<file path="src/rtl/aprx_fp_expand.sv">
// aprx_fp_expand: unpacks 2x binary16alt or 4x binary8 lanes into binary32, one lane per beat
`timescale 1ns/1ps
module aprx_fp_expand #(
   parameter bit FTZ = 1'b1
) (
   input  logic        clk,
   input  logic        rst,
   input  logic        in_valid,
   output logic        in_ready,
   input  logic [31:0] in_data,
   input  logic        in_mode,
   output logic        out_valid,
   input  logic        out_ready,
   output logic [31:0] out_data,
   output logic [1:0]  out_lane,
   output logic        out_last
);
   typedef enum logic {IDLE, EMIT} state_t;
   state_t      state_q, state_d;
   logic [1:0]  lane_q, lane_d;
   logic [31:0] word_q, word_d;
   logic        mode_q, mode_d;
   logic [15:0] h;
   logic [7:0]  b, e8;
   logic [22:0] m23;
   logic        nan16, sub, inf, zero, acc, xfer;

   // convert the lane currently selected by the lane counter
   always_comb begin
      h        = word_q[16*lane_q[0] +: 16];
      b        = word_q[8*lane_q +: 8];
      nan16    = &h[14:7] & |h[6:0];
      sub      = ~|b[6:2];
      inf      = &b[6:2];
      zero     = sub & (FTZ | ~|b[1:0]);
      e8       = zero ? 8'd0 : inf ? 8'hFF : sub ? (b[1] ? 8'd112 : 8'd111) : {3'b0, b[6:2]} + 8'd112;
      m23      = zero ? 23'd0 : inf ? {|b[1:0], b[0], 21'b0} : sub ? {b[1] & b[0], 22'b0} : {b[1:0], 21'b0};
      out_data = mode_q ? {b[7], e8, m23} : {h[15:7], h[6] | nan16, h[5:0], 16'b0};
      out_lane = lane_q;
      out_last = mode_q ? &lane_q : lane_q[0];
   end

   // handshakes and next-state: a last-lane transfer can accept a new word in the same cycle
   always_comb begin
      out_valid = state_q == EMIT;
      in_ready  = ~rst & (state_q == IDLE | (out_valid & out_ready & out_last));
      acc       = in_valid & in_ready;
      xfer      = out_valid & out_ready;
      state_d   = state_q;
      lane_d    = lane_q;
      word_d    = word_q;
      mode_d    = mode_q;
      if (acc) begin
         state_d = EMIT;
         lane_d  = 2'd0;
         word_d  = in_data;
         mode_d  = in_mode;
      end else if (xfer & out_last) begin
         state_d = IDLE;
         lane_d  = 2'd0;
      end else if (xfer) begin
         lane_d  = lane_q + 2'd1;
      end
   end

   // state, lane counter and captured word; reset drops any word in flight
   always_ff @(posedge clk or posedge rst) begin
      if (rst) begin
         state_q <= IDLE;
         lane_q  <= 2'd0;
         word_q  <= 32'd0;
         mode_q  <= 1'b0;
      end else begin
         state_q <= state_d;
         lane_q  <= lane_d;
         word_q  <= word_d;
         mode_q  <= mode_d;
      end
   end
endmodule

</file>
<file path="config.mk">
export PLATFORM = sky130hd
export DESIGN_NAME = aprx_fp_expand
export DESIGN_NICKNAME = d
export VERILOG_FILES = /design/src/rtl/aprx_fp_expand.sv
export SDC_FILE = /design/constraint.sdc
export NUM_CORES = 1
export LEC_CHECK = 0
export CORE_ASPECT_RATIO = 1.4
export CORE_MARGIN = 5
export CORE_UTILIZATION = 40
export DETAILED_ROUTE_END_ITERATION = 12
export HOLD_SLACK_MARGIN = 0.02
export PLACE_DENSITY = 0.74
export SLEW_MARGIN = 40
export SYNTH_ARGS = -nofsm -noshare
export SYNTH_HDL_FRONTEND = slang
export SYNTH_SLANG_ARGS = --single-unit
</file>
<file path="constraint.sdc">
create_clock -name clk -period 2 [get_ports clk]
set_input_delay 0.2 -clock clk [delete_from_list [all_inputs] [get_ports clk]]
set_output_delay 0.2 -clock clk [all_outputs]
set_load 0.03 [all_outputs]
</file>
# == Yosys cells after proc, flatten, opt, wreduce, memory -nomap -nowiden ==
# Index checks and enable logic that the tools add are counted.
# W data, S select, Z words.
# word_totals
register_bits,36
latchBits,0
mem_bits_rw,0
mem_bits_ro,0
inputBits,37
output_inout_bits,37
word_cells,36
mem_count,0
# op_classes
n_addsub,2
mul,0
n_div,0
n_lt_le_gt_ge,0
eq_ne,0
n_shift,2
mux,11
bitwise,9
n_reduce_logical,8
# op_table
operator,n
$mux W23,2
$mux W32,1
$shiftx A32 B6 Y16,1
$shiftx A32 B6 Y8,1
$mux W8,2
$add A5 B7 Y8 const B,1
$reduce_and A8 Y1,1
$reduce_or A7 Y1,1
$mux W2,3
$and A1 B1 Y1,5
$reduce_and A5 Y1,1
$reduce_or A5 Y1,1
$mux W1,3
$reduce_bool A3 Y1,1
$add A2 B1 Y2 const B,1
$not A1 Y1,2
$or A1 B1 Y1,2
$reduce_and A2 Y1,1
$reduce_bool A2 Y1,1
$reduce_or A2 Y1,1

# == Depth between registers and ports, before layout ==
# Gate-level depths: netlist of the first run.
# logic_depth
depth_word,7
mapped_depth,7
mapped_depth_nobuf,6

# == Worst setup path after synthesis of the first run ==
# No wires, ideal clock.
# synth_timing
path_kind,flip-flop to output port
start,"register lane_q[1], in the netlist out_lane[1]"
end,output port out_data[27]
t_arrival_ns,2.216
t_required_ns,1.800
slack_ns,-0.416
stages_incl_launch_ff,6
path_buffers,1
path_cell_list,dfrtp_1 -> clkbuf_1 -> mux4_2 -> or3_4 -> a21oi_1 -> o21ai_0
# synth_between
elab_chain_len,5
# synth_rtl
item,line_no,source
"start, declared",20,"logic [1:0] lane_q, lane_d;"
"start signal, assigned",75,lane_q <= lane_d;
$shiftx A32 B6 Y8 (*),31,b = word_q[8*lane_q +: 8];
$add A5 B7 Y8 / $reduce_and A5 Y1 (equally long branches),"36, 34",
$mux W8,36,"e8 = zero ? 8'd0 : inf ? 8'hFF : sub ? (b[1] ? 8'd112 : 8'd111) : {3'b0, b[6:2]} + 8'd112;"
$mux W8 (*),36,
$mux W32 (*),38,"out_data = mode_q ? {b[7], e8, m23} : {h[15:7], h[6] | nan16, h[5:0], 16'b0};"
"end, declared",14,"output logic [31:0] out_data,"
# Every way passes the cells marked *; elsewhere a longest branch is shown, timed or not.

# == Worst setup path after layout of the first run ==
# layout_timing
start,"register lane_q[0], in the netlist out_lane[0]"
end,output port out_data[21]
# layout_between
elab_chain_len,4
# layout_rtl
item,line_no,source
$shiftx A32 B6 Y8,31,
$reduce_or A5 Y1 / $mux W23 (equally long branches),"33, 37",
$mux W23,37,"m23 = zero ? 23'd0 : inf ? {|b[1:0], b[0], 21'b0} : sub ? {b[1] & b[0], 22'b0} : {b[1:0], 21'b0};"
$mux W32 (*),38,
# Marks and branches as above.

==> results of run 1 <==
-- cells in the final DEF, fill, tap and decap left out, drive strengths merged, types with 2 or more instances in the layout --
master and instances:
nand2b 4, mux2 35, nand3 6, clkdlybuf4s50 38, nor3 2, a21oi 4, mux2i 15, buf 88
o21ai 10, clkinv 2, a31o 2, nand2 8, o22ai 2, nand4 3, clkbuf 7, nor2 10
mux4 7, dfrtp 36, inv 2, conb 16
-- final timing paths --
check	startpoint	to	slack, ns	depth (start not counted)
setup / recovery	out_lane[0]$_DFFE_PP0P_	out_data[21]	-0.49	8
hold / removal	rst	word_q[4]$_DFFE_PP0P_	0.25	2
setup reg to reg	out_lane[0]$_DFFE_PP0P_	word_q[27]$_DFFE_PP0P_	-0.31	11
hold reg to reg	word_q[15]$_DFFE_PP0P_	word_q[15]$_DFFE_PP0P_	0.53	1
max in group asynchronous	rst	out_lane[0]$_DFFE_PP0P_	1.26	3
min in group clk	in_data[16]	word_q[16]$_DFFE_PP0P_	0.52	2
-- report_power, final --
part           switching, µW  total [µW]  leakage (µW)  internal [µW]
Combinational           2370        5040       0.00129           2670
Clock                    258         532     0.0000510            275
Sequential               336        1440      0.000425           1100
Total                   2960        7010       0.00177           4050
-- timing repair --
item                       in CTS  in global routing
gates cloned                    6                  0
buffers inserted               16                  6
gates resized for setup       100                 30
setup endpoints to repair      46                 48
pin swaps                       6                  6
-- flip-flops by register name (all words and copies together), names as in the netlist --
| register | count |
|---|---|
| out_lane | 2 |
| out_valid | 1 |
| mode_q | 1 |
| word_q | 32 |
-- through the flow --
| step | worst slack, ns | hold slack (ns) | utilization | instances |
|---|---|---|---|---|
| after floorplan | -0.193 | 0.350 | - | 198 |
| after global placement | -0.526 | 0.497 | 0.602 | 346 |
| after detailed placement | -0.555 | 0.513 | 0.602 | 346 |
| after CTS | -0.449 | 0.260 | 0.709 | 375 |
| after global routing | -0.536 | 0.283 | 0.707 | 374 |
| final | -0.487 | 0.251 | 0.707 | 374 |
-- final cells by class --
cell class	instances	share of cell area
Multi-Input combinational cell	134	0.367
Clock inverter	2	0.00272
Timing Repair Buffer	128	0.337
Tap cell	66	0.0225
Clock buffer	6	0.0225
Sequential cell	36	0.246
Inverter	2	0.00204
-- routing by layer --
metal | global-route usage | wire length (µm) | share of wire | vias up
met1 | 0.225 | 2610 | 0.38 | 936
met3 | 0.0363 | 353 | 0.051 | 20
met4 | 0.0999 | 242 | 0.035 | 0
met5 | 0 | 0 | 0 | -
li1 | - | - | - | 886
met2 | 0.361 | 3690 | 0.53 | 64
-- worst max-delay path: cells and delay by family, from the launching register on --
| family | cells | cell delay (ns) |
|---|---|---|
| AOI/OAI and AO/OA | 2 | 0.32 |
| buffers and inverters | 4 | 0.52 |
| DFF | 1 | 0.44 |
| muxes | 1 | 0.53 |
| and+or+nand+nor | 1 | 0.17 |
-- logic make-up after synthesis --
family	after synthesis	share of synthesized area
buf+inv	28	0.0910
mux	57	0.327
simple gates	38	0.0910
other cells	1	0.00174
flops	36	0.417
compound gates	22	0.0661
fa+ha+maj	1	0.00580
==> results.md, run 1 <==
* CP endpoint kind: primary output
* Slowest stage delay, CP at 0.53 ns
* Area growth syn-to-layout at 70.3%
* CORE AREA at 5200 µm²
* Placed cell areas at between 3000 and 4000 µm²
* Port Buffers at 57
* Die area at 6990 µm²
* Clk buf depth at 2
* Cell area after synthesis at about 2200 µm²
* GR Overflow Total at 0
* Period utilization at 1.24
* Status: finished with violations
* TNS Setup at -11.76 ns
* Final critical delay including setup and external delays at about 2.5 ns
* DR iter-0 viols at 68
* Skew-Pair Late Insertion Delay at around 0.29 ns
* Post-synth EDFFs at 0
* Most common flop cell mapped by yosys: dfrtp_1
* Post-route ant nets at 0
* Fillers at ~370
* Largest net degree at the start of global routing at 31
* Arrival time at the worst endpoint at 2.29 ns
* Htree depth at 2
* Failing checks: negative setup slack
* GPL Wtd Cong at ~0.84
* Fin. max-slew vios at 0
* Crit start category: register
* CP dominant cell by count: buf_6
* CTS tree: done
* Ports at 74
* Num CTS Buffers at 5
* Crit-path cells: buf_6 > buf_12 > mux4_2 > buf_6 > o31ai_4 > nand2b_4 > o21ai_2 > buf_6
* WL/cell at 18.5 µm
* Leading area contributor after synthesis: dfrtp_1
* Netlist cell types at 34
* Mapped Avg Cell Area at 11.8 µm²
* HP Class: primary input to async pin
* Final setup margin at -0.487 ns
* Post-Layout Inst Area at 3680 µm²
* Via count at approximately 1900
* Via density at 5.10
* Sequential cell area fraction in the yosys report at 0.417
* Number of max-cap violations at 0
* Initial antenna violation count at 0
* Total power at 7010 µW
* Die Y at 96.9 µm
* Synth top area cells: dfrtp_1 42%, mux2_2 18%, mux4_2 7.3%, mux2i_1 7.0%, buf_4 5.6%
* Final setup fails at 45
* Post-synth top cells: 36 x dfrtp_1, 34 x mux2_2, 16 x buf_4
* Routed WL at 6900 µm
* Worst-path fanout max at 5
* Std cell rows at 31
* Setup Skew at 0.0103 ns
* Pwr per Cell Area at 1910 nW/µm²
* Async SR Flop Fraction at 1.00
* Maximum VDD drop at 1.23 mV
* DP HPWL at 4400 µm
* Cell with the most instances after synthesis: dfrtp_1
* Worst setup path category: register to primary output
* Tot GR Track Use at 0.203
* Clock sinks at 36
* Layout net count at 345
* Root Buffer: clkbuf_8
* 1st-pass router iterations at 4
* Fmax at 402 MHz
* Layout cells sized above 1 at 0.539
* Ys Warns at 0
* Detailed-route DRC error count at 0
* Final hold vios at 0
* Vias in the first global route at 2094
* Post-cts hold buffer count at 0
* Initial core utilization at 0.415
* Synth Instances at 183
* N_diodes at 0
* Clock-pin transition on the worst setup and hold timing paths at 0.08 ns
* Required @ worst endpoint at 1.80 ns
* Sequential Area at 903 µm²
* Synthesized flop and latch total at 36
* Die Wd at 72.1 µm
* First-pass GRT wire length at roughly 11000 µm
* RSZ-0062 raised after global routing: yes
* Static leakage at 0.00177 µW
* Synth top area share at 0.417
* Area occupied by multi-input gates at about 1400 µm²
* Worst path slowest cell: mux4_2
Power figures use the tool's default switching activity.
==> run 2, diff against run 1 <==
--- a/config.mk
+++ b/config.mk
@@ -7,10 +7,10 @@
 export LEC_CHECK = 0
 export CORE_ASPECT_RATIO = 1.4
 export CORE_MARGIN = 5
-export CORE_UTILIZATION = 40
+export CORE_UTILIZATION = 41
 export DETAILED_ROUTE_END_ITERATION = 12
 export HOLD_SLACK_MARGIN = 0.02
-export PLACE_DENSITY = 0.74
+export PLACE_DENSITY = 0.75
 export SLEW_MARGIN = 40
 export SYNTH_ARGS = -nofsm -noshare
 export SYNTH_HDL_FRONTEND = slang
==> results.md, run 2 (synthesized netlist as in run 1, its figures left out) <==
* Required @ worst endpoint at 1.80 ns (about the same)
* Tot GR Track Use at 0.185 (-0.0186)
* Worst setup path category: register to primary output
* CTS tree: done
* Clk buf depth at 2 (unchanged)
* Worst-path fanout max at 5 (unchanged)
* First-pass GRT wire length at 9650 µm (-12%)
* WL met3 at 371 µm (+5.1%)
* CORE AREA at 5160 µm² (-0.75%)
* Commonest non-fill, non-tap cell in the layout: buf_4
* N_diodes at 0 (unchanged)
* Fin. max-slew vios at 0 (unchanged)
* Die Y at 95.8 µm (-1.1%)
* Ports at 74 (unchanged)
* Layout net count at 332 (-3.8%)
* Final critical delay including setup and external delays at 2.43 ns (-0.0561 ns)
* Vias in the first global route at 2009 (-4.1%)
* Setup Skew at 0.0109 ns (+0.000543 ns)
* Fin util at 0.656 (-0.0512)
* Die Wd at 71.3 µm (-1.1%)
* Layout cells sized above 1 at 0.497 (-0.0424)
* Sequential Area at 903 µm² (unchanged)
* Area growth syn-to-layout at 56.8%
* Clock sinks at 36 (unchanged)
* Via density at 5.12 (+0.40%)
* Maximum VDD drop at 1.21 mV (-1.6%)
* Status: finished with violations
* Largest net degree at the start of global routing at 37 (+19%)
* GPL Wtd Cong at 0.874 (+4.3%)
* Fillers at 396 (+6.5%)
* CP endpoint kind: primary output
* Max reg flops at 32 (unchanged)
* DP HPWL at 4460 µm (+1.2%)
* Period utilization at 1.22 (-0.0281)
* Initial core utilization at 0.418 (+0.00312)
* Die area at 6840 µm² (-2.1%)
* Routed met2 length at 3240 µm (-12%)
* Post-route ant nets at 0 (unchanged)
* DR iter-0 viols at 75 (+10%)
* GR Overflow Total at 0 (unchanged)
* M1 WL at 2140 µm (-18%)
* Pwr per Cell Area at 1870 nW/µm² (-1.8%)
* Arrival time at the worst endpoint at 2.23 ns (-0.06 ns)
* Crit start category: register
* Final setup fails at 45 (unchanged)
* Total power at 6340 µW (-9.6%)
* Area occupied by multi-input gates at 1200 µm² (-11%)
* TNS Setup at -12.30 ns (-0.537 ns)
* Static leakage at 0.00152 µW (-14%)
* WL/cell at 16.7 µm (-9.5%)
* Number of max-cap violations at 0 (unchanged)
* Fmax at 411 MHz (+2.3%)
* RSZ-0062 raised after global routing: yes
* Std cell rows at 31 (unchanged)
* Final setup margin at -0.431 ns (+0.0561 ns)
* 1st-pass router iterations at 4 (unchanged)
* Via count at 1842 (-3.4%)
* Detailed-route DRC error count at 0 (unchanged)
* Skew-Pair Late Insertion Delay at 0.29 ns (about the same)
* Hold slack at 0.409 ns (+0.158 ns)
* Most frequent cells in the layout: 60 x buf_4, 39 x clkdlybuf4s50_1, 34 x mux2_2, 34 x dfrtp_1, 16 x conb_1
* Htree depth at 2 (unchanged)
* Initial antenna violation count at 0 (unchanged)
* Highest routed metal layer: met4
* Final hold vios at 0 (unchanged)
* HP Class: primary input to async pin
* Failing checks: negative setup slack
* Clock-pin transition on the worst setup and hold timing paths at 0.07 ns (about the same)
* Num CTS Buffers at 5 (unchanged)
* Root Buffer: clkbuf_8
* Biggest register: word_q
* Routed WL at 6010 µm (-13%)
* Place WS at -0.634 ns (-0.0784 ns)
* Port Buffers at 57 (unchanged)
run 2: changes by cell type in the layout (fill, tap and decap cells not counted), sizes merged:
cell and delta:
clkdlybuf4s50 +1, clkinv -2, buf -12, dlygate4sd2 -1
run 2: worst max-delay path, cell delays in order, from the launching register on:
cell and delay [ns]:
dfrtp_2 0.42, mux4_2 0.53, or3_4 0.43, a21oi_1 0.17
buf_4 0.14, o21ai_1 0.08, buf_4 0.18
run 2: routing by layer:
layer,track usage,vias to the layer above
li1,-,851
met1,0.193,894
met2,0.334,77
met3,0.0397,20
met4,0.114,0
met5,0,-
run 2: through the flow:
stage                     instance area, µm²  std cells
after floorplan                         2270        198
after global placement                  3100        344
after detailed placement                3100        344
after CTS                               3360        359
after global routing                    3380        360
final                                   3380        360
run 2: repair_timing:
action / 4_1_cts / 5_1_grt
gates cloned: 4 / 0
setup endpoints to repair: 47 / 47
setup buffers: 4 / 1
hold buffers: 0 / 0
resized for setup: 62 / 10
pin swaps: 4 / 5
run 2: layout make-up:
class                      count  area share
inverter                       2     0.00222
multi-input combinational    134       0.354
timing repair buffer         115       0.330
tap                           66      0.0244
clock buffer                   7      0.0226
sequential                    36       0.267
run 2: worst paths after layout:
kind,start,to,slack (ns),depth (start not counted)
worst max-delay path,out_lane[0]$_DFFE_PP0P_,out_data[29],-0.43,6
worst min-delay path,rst,word_q[4]$_DFFE_PP0P_,0.41,3
worst max register to register,out_lane[0]$_DFFE_PP0P_,word_q[7]$_DFFE_PP0P_,-0.31,10
worst min register to register,word_q[31]$_DFFE_PP0P_,word_q[31]$_DFFE_PP0P_,0.51,1
max in group asynchronous,rst,out_lane[0]$_DFFE_PP0P_,1.24,3
min in group clk,word_q[31]$_DFFE_PP0P_,word_q[31]$_DFFE_PP0P_,0.51,1
run 2: report_power, final:
group / internal (µW) / leakage [µW] / switching (µW)
combinational: 2270 / 0.00105 / 2190
sequential: 1100 / 0.000425 / 309
clock: 240 / 0.0000383 / 237
==> run 3, diff against run 2 <==
--- a/config.mk
+++ b/config.mk
@@ -15,3 +15,4 @@
 export SYNTH_ARGS = -nofsm -noshare
 export SYNTH_HDL_FRONTEND = slang
 export SYNTH_SLANG_ARGS = --single-unit
+export TNS_END_PERCENT = 20
==> constraint.sdc (replaced) <==
create_clock -name clk -period 2 [get_ports clk]
set_input_delay 0.2 -clock clk [delete_from_list [all_inputs] [get_ports clk]]
set_output_delay 0.2 -clock clk [all_outputs]
set_load 0.01 [all_outputs]
==> results.md, run 3 (synthesized netlist as in run 1, its figures left out) <==
* Status: finished with violations
* Failing checks: negative setup slack
* Arrival time at the worst endpoint at 2.27 ns (+0.04 ns)
* Final setup margin at -0.470 ns (-0.0397 ns)
* Final hold vios at 0 (unchanged)
* Buf+Inv Stages, Crit Path at 1 (-1)
* GPL Wtd Cong at 0.831 (-4.8%)
* Crit Reg-Reg Startpoint: out_lane[0]$_DFFE_PP0P_
* Tot GR Track Use at 0.174 (-0.0105)
* Crit start category: register
* Die area at 6840 µm² (unchanged)
* Worst reg-to-reg path cell count at 10 (unchanged)
* DR iter-0 viols at 72 (-4.0%)
* Final critical delay including setup and external delays at 2.47 ns (+0.0397 ns)
* Detailed-route DRC error count at 0 (unchanged)
* Layout net count at 332 (unchanged)
* Initial antenna violation count at 0 (unchanged)
* Initial core utilization at 0.418 (unchanged)
* Period utilization at 1.24 (+0.0199)
* Fmax at 405 MHz (-1.6%)
* Via count at 1850 (+0.43%)
* Vias in the first global route at 1909 (-5.0%)
* Worst reg2reg path endpoint: word_q[30]$_DFFE_PP0P_
* Place WS at -0.500 ns (+0.133 ns)
* Area growth syn-to-layout at 57.0%
* Via density at 5.12 (+0.16%)
* Pwr per Cell Area at 1710 nW/µm² (-8.6%)
* CP endpoint kind: primary output
* Most frequent cells in the layout: 48 x buf_4, 39 x clkdlybuf4s50_1, 35 x dfrtp_1
* Fin. max-slew vios at 0 (unchanged)
* Maximum VDD drop at 0.799 mV (-34%)
* 1st-pass router iterations at 5 (+1)
* Ports at 74 (unchanged)
* Worst path slowest cell: mux4_2
* GR Overflow Total at 0 (unchanged)
* Clock sinks at 36 (unchanged)
* Total power at 5800 µW (-8.5%)
* Sw Ratio at 0.379 (-0.0524)
* Die Y at 95.8 µm (unchanged)
* Biggest register: word_q
* Max reg flops at 32 (unchanged)
* Post-Layout Inst Area at 3390 µm² (+0.11%)
* CORE AREA at 5160 µm² (unchanged)
* Clk network pwr share at 0.092 (+0.017)
* Layout cells sized above 1 at 0.464 (-0.0322)
* Port Buffers at 57 (unchanged)
* Clk buf depth at 2 (unchanged)
* Power Internal at 3610 µW (about the same)
* WL/cell at 17.3 µm (+3.3%)
* Post-route ant nets at 0 (unchanged)
* Combinational Power Share at 0.660 (-0.042)
* Clock-pin transition on the worst setup and hold timing paths at 0.07 ns (about the same)
* Num CTS Buffers at 5 (unchanged)
* Number of max-cap violations at 0 (unchanged)
* Sequential power share at 0.248 (+0.025)
* Slowest stage delay, CP at 0.53 ns (about the same)
* Die Wd at 71.3 µm (unchanged)
* Required @ worst endpoint at 1.80 ns (about the same)
* Final setup fails at 44 (-2.2%)
* Total net switching power at 2200 µW (-20%)
* Static leakage at 0.00160 µW (+5.5%)
* CTS tree: done
* Routed WL at 6230 µm (+3.6%)
* Crit-path cells: mux4_2 > or3_4 > o31ai_4 > nand2b_4 > o21ai_2 > buf_2
* Worst-path fanout max at 5 (unchanged)
* Largest net degree at the start of global routing at 37 (unchanged)
* DP HPWL at 4440 µm (-0.41%)
* Root Buffer: clkbuf_8
* Placed cell areas at 3020 µm² (-2.8%)
* Worst setup path category: register to primary output
* Skew-Pair Late Insertion Delay at 0.30 ns (about the same)
* Setup Skew at 0.00976 ns (-0.00111 ns)
* Reg2reg setup slack at -0.24 ns (+0.07 ns)
* Htree depth at 2 (unchanged)
* Commonest non-fill, non-tap cell in the layout: buf_4
* Crit-path leading delay family: simple AND/OR/NAND/NOR gates
* Std cell rows at 31 (unchanged)
* RSZ-0062 raised after global routing: yes
* HP Class: primary input to async pin
* First-pass GRT wire length at 9140 µm (-5.4%)
* Post-cts hold buffer count at 0 (unchanged)
* N_diodes at 0 (unchanged)
-- run 3: metrics by stage --
| stage | utilization | hold WS (ns) | TNS [ns] | std cells |
|---|---|---|---|---|
| finish | 0.657 | 0.365 | -8.73 | 361 |
| global route | 0.657 | 0.428 | -12.64 | 361 |
| CTS | 0.633 | 0.389 | -9.04 | 352 |
| detailed placement | 0.585 | 0.502 | -17.38 | 336 |
| global placement | 0.585 | 0.493 | -14.93 | 336 |
| floorplan | - | 0.350 | -0.204 | 198 |
-- run 3: what timing repair did --
action | 4_1_cts | 5_1_grt
pin swaps | 9 | 8
cloned | 1 | 1
setup buffers | 7 | 8
gates resized for setup | 82 | 25
endpoints found under the setup margin | 54 | 49
-- run 3: worst max path at each step --
stage	slack, ns	cells after the start	startpoint	end
floorplan	-0.07	6	out_lane[0]$_DFFE_PP0P_	out_data[21]
global placement	-0.45	5	out_lane[0]$_DFFE_PP0P_	out_data[27]
detailed placement	-0.50	5	out_lane[0]$_DFFE_PP0P_	out_data[29]
CTS	-0.51	6	out_lane[0]$_DFFE_PP0P_	out_data[21]
global route	-0.54	6	out_lane[0]$_DFFE_PP0P_	out_data[21]
finish	-0.47	6	out_lane[0]$_DFFE_PP0P_	out_data[21]
-- run 3: layout make-up --
type / count / area (µm²)
Multi-Input combinational cell: 134 / 1270
Fill cell: 406 / 1770
Clock buffer: 8 / 90.1
Tap cell: 66 / 82.6
Inverter: 2 / 7.51
Timing Repair Buffer: 115 / 1030
Sequential cell: 36 / 902
-- run 3: layer usage --
| metal | wire, µm | track usage |
|---|---|---|
| met5 | 0 | 0 |
| met4 | 143 | 0.0690 |
| met3 | 321 | 0.0334 |
| met2 | 3460 | 0.328 |
| met1 | 2300 | 0.189 |
-- run 3: power by group through the flow --
stage	Combinational, µW	Sequential (µW)	Clock, µW
after floorplan	1750	1370	0
after global placement	3380	1430	0
after detailed placement	3420	1430	0
after CTS	3660	1420	541
after global routing	4130	1480	574
final	3830	1440	533
-- run 3: worst register-to-register path: stages (launching register included) --
cell	delay [ns]
dfrtp_2	0.46
buf_6	0.15
buf_12	0.13
ha_4	0.15
mux2_4	0.27
a21boi_4	0.17
nor2_2	0.06
nand2_2	0.11
buf_4	0.13
buf_12	0.13
mux2_2	0.34
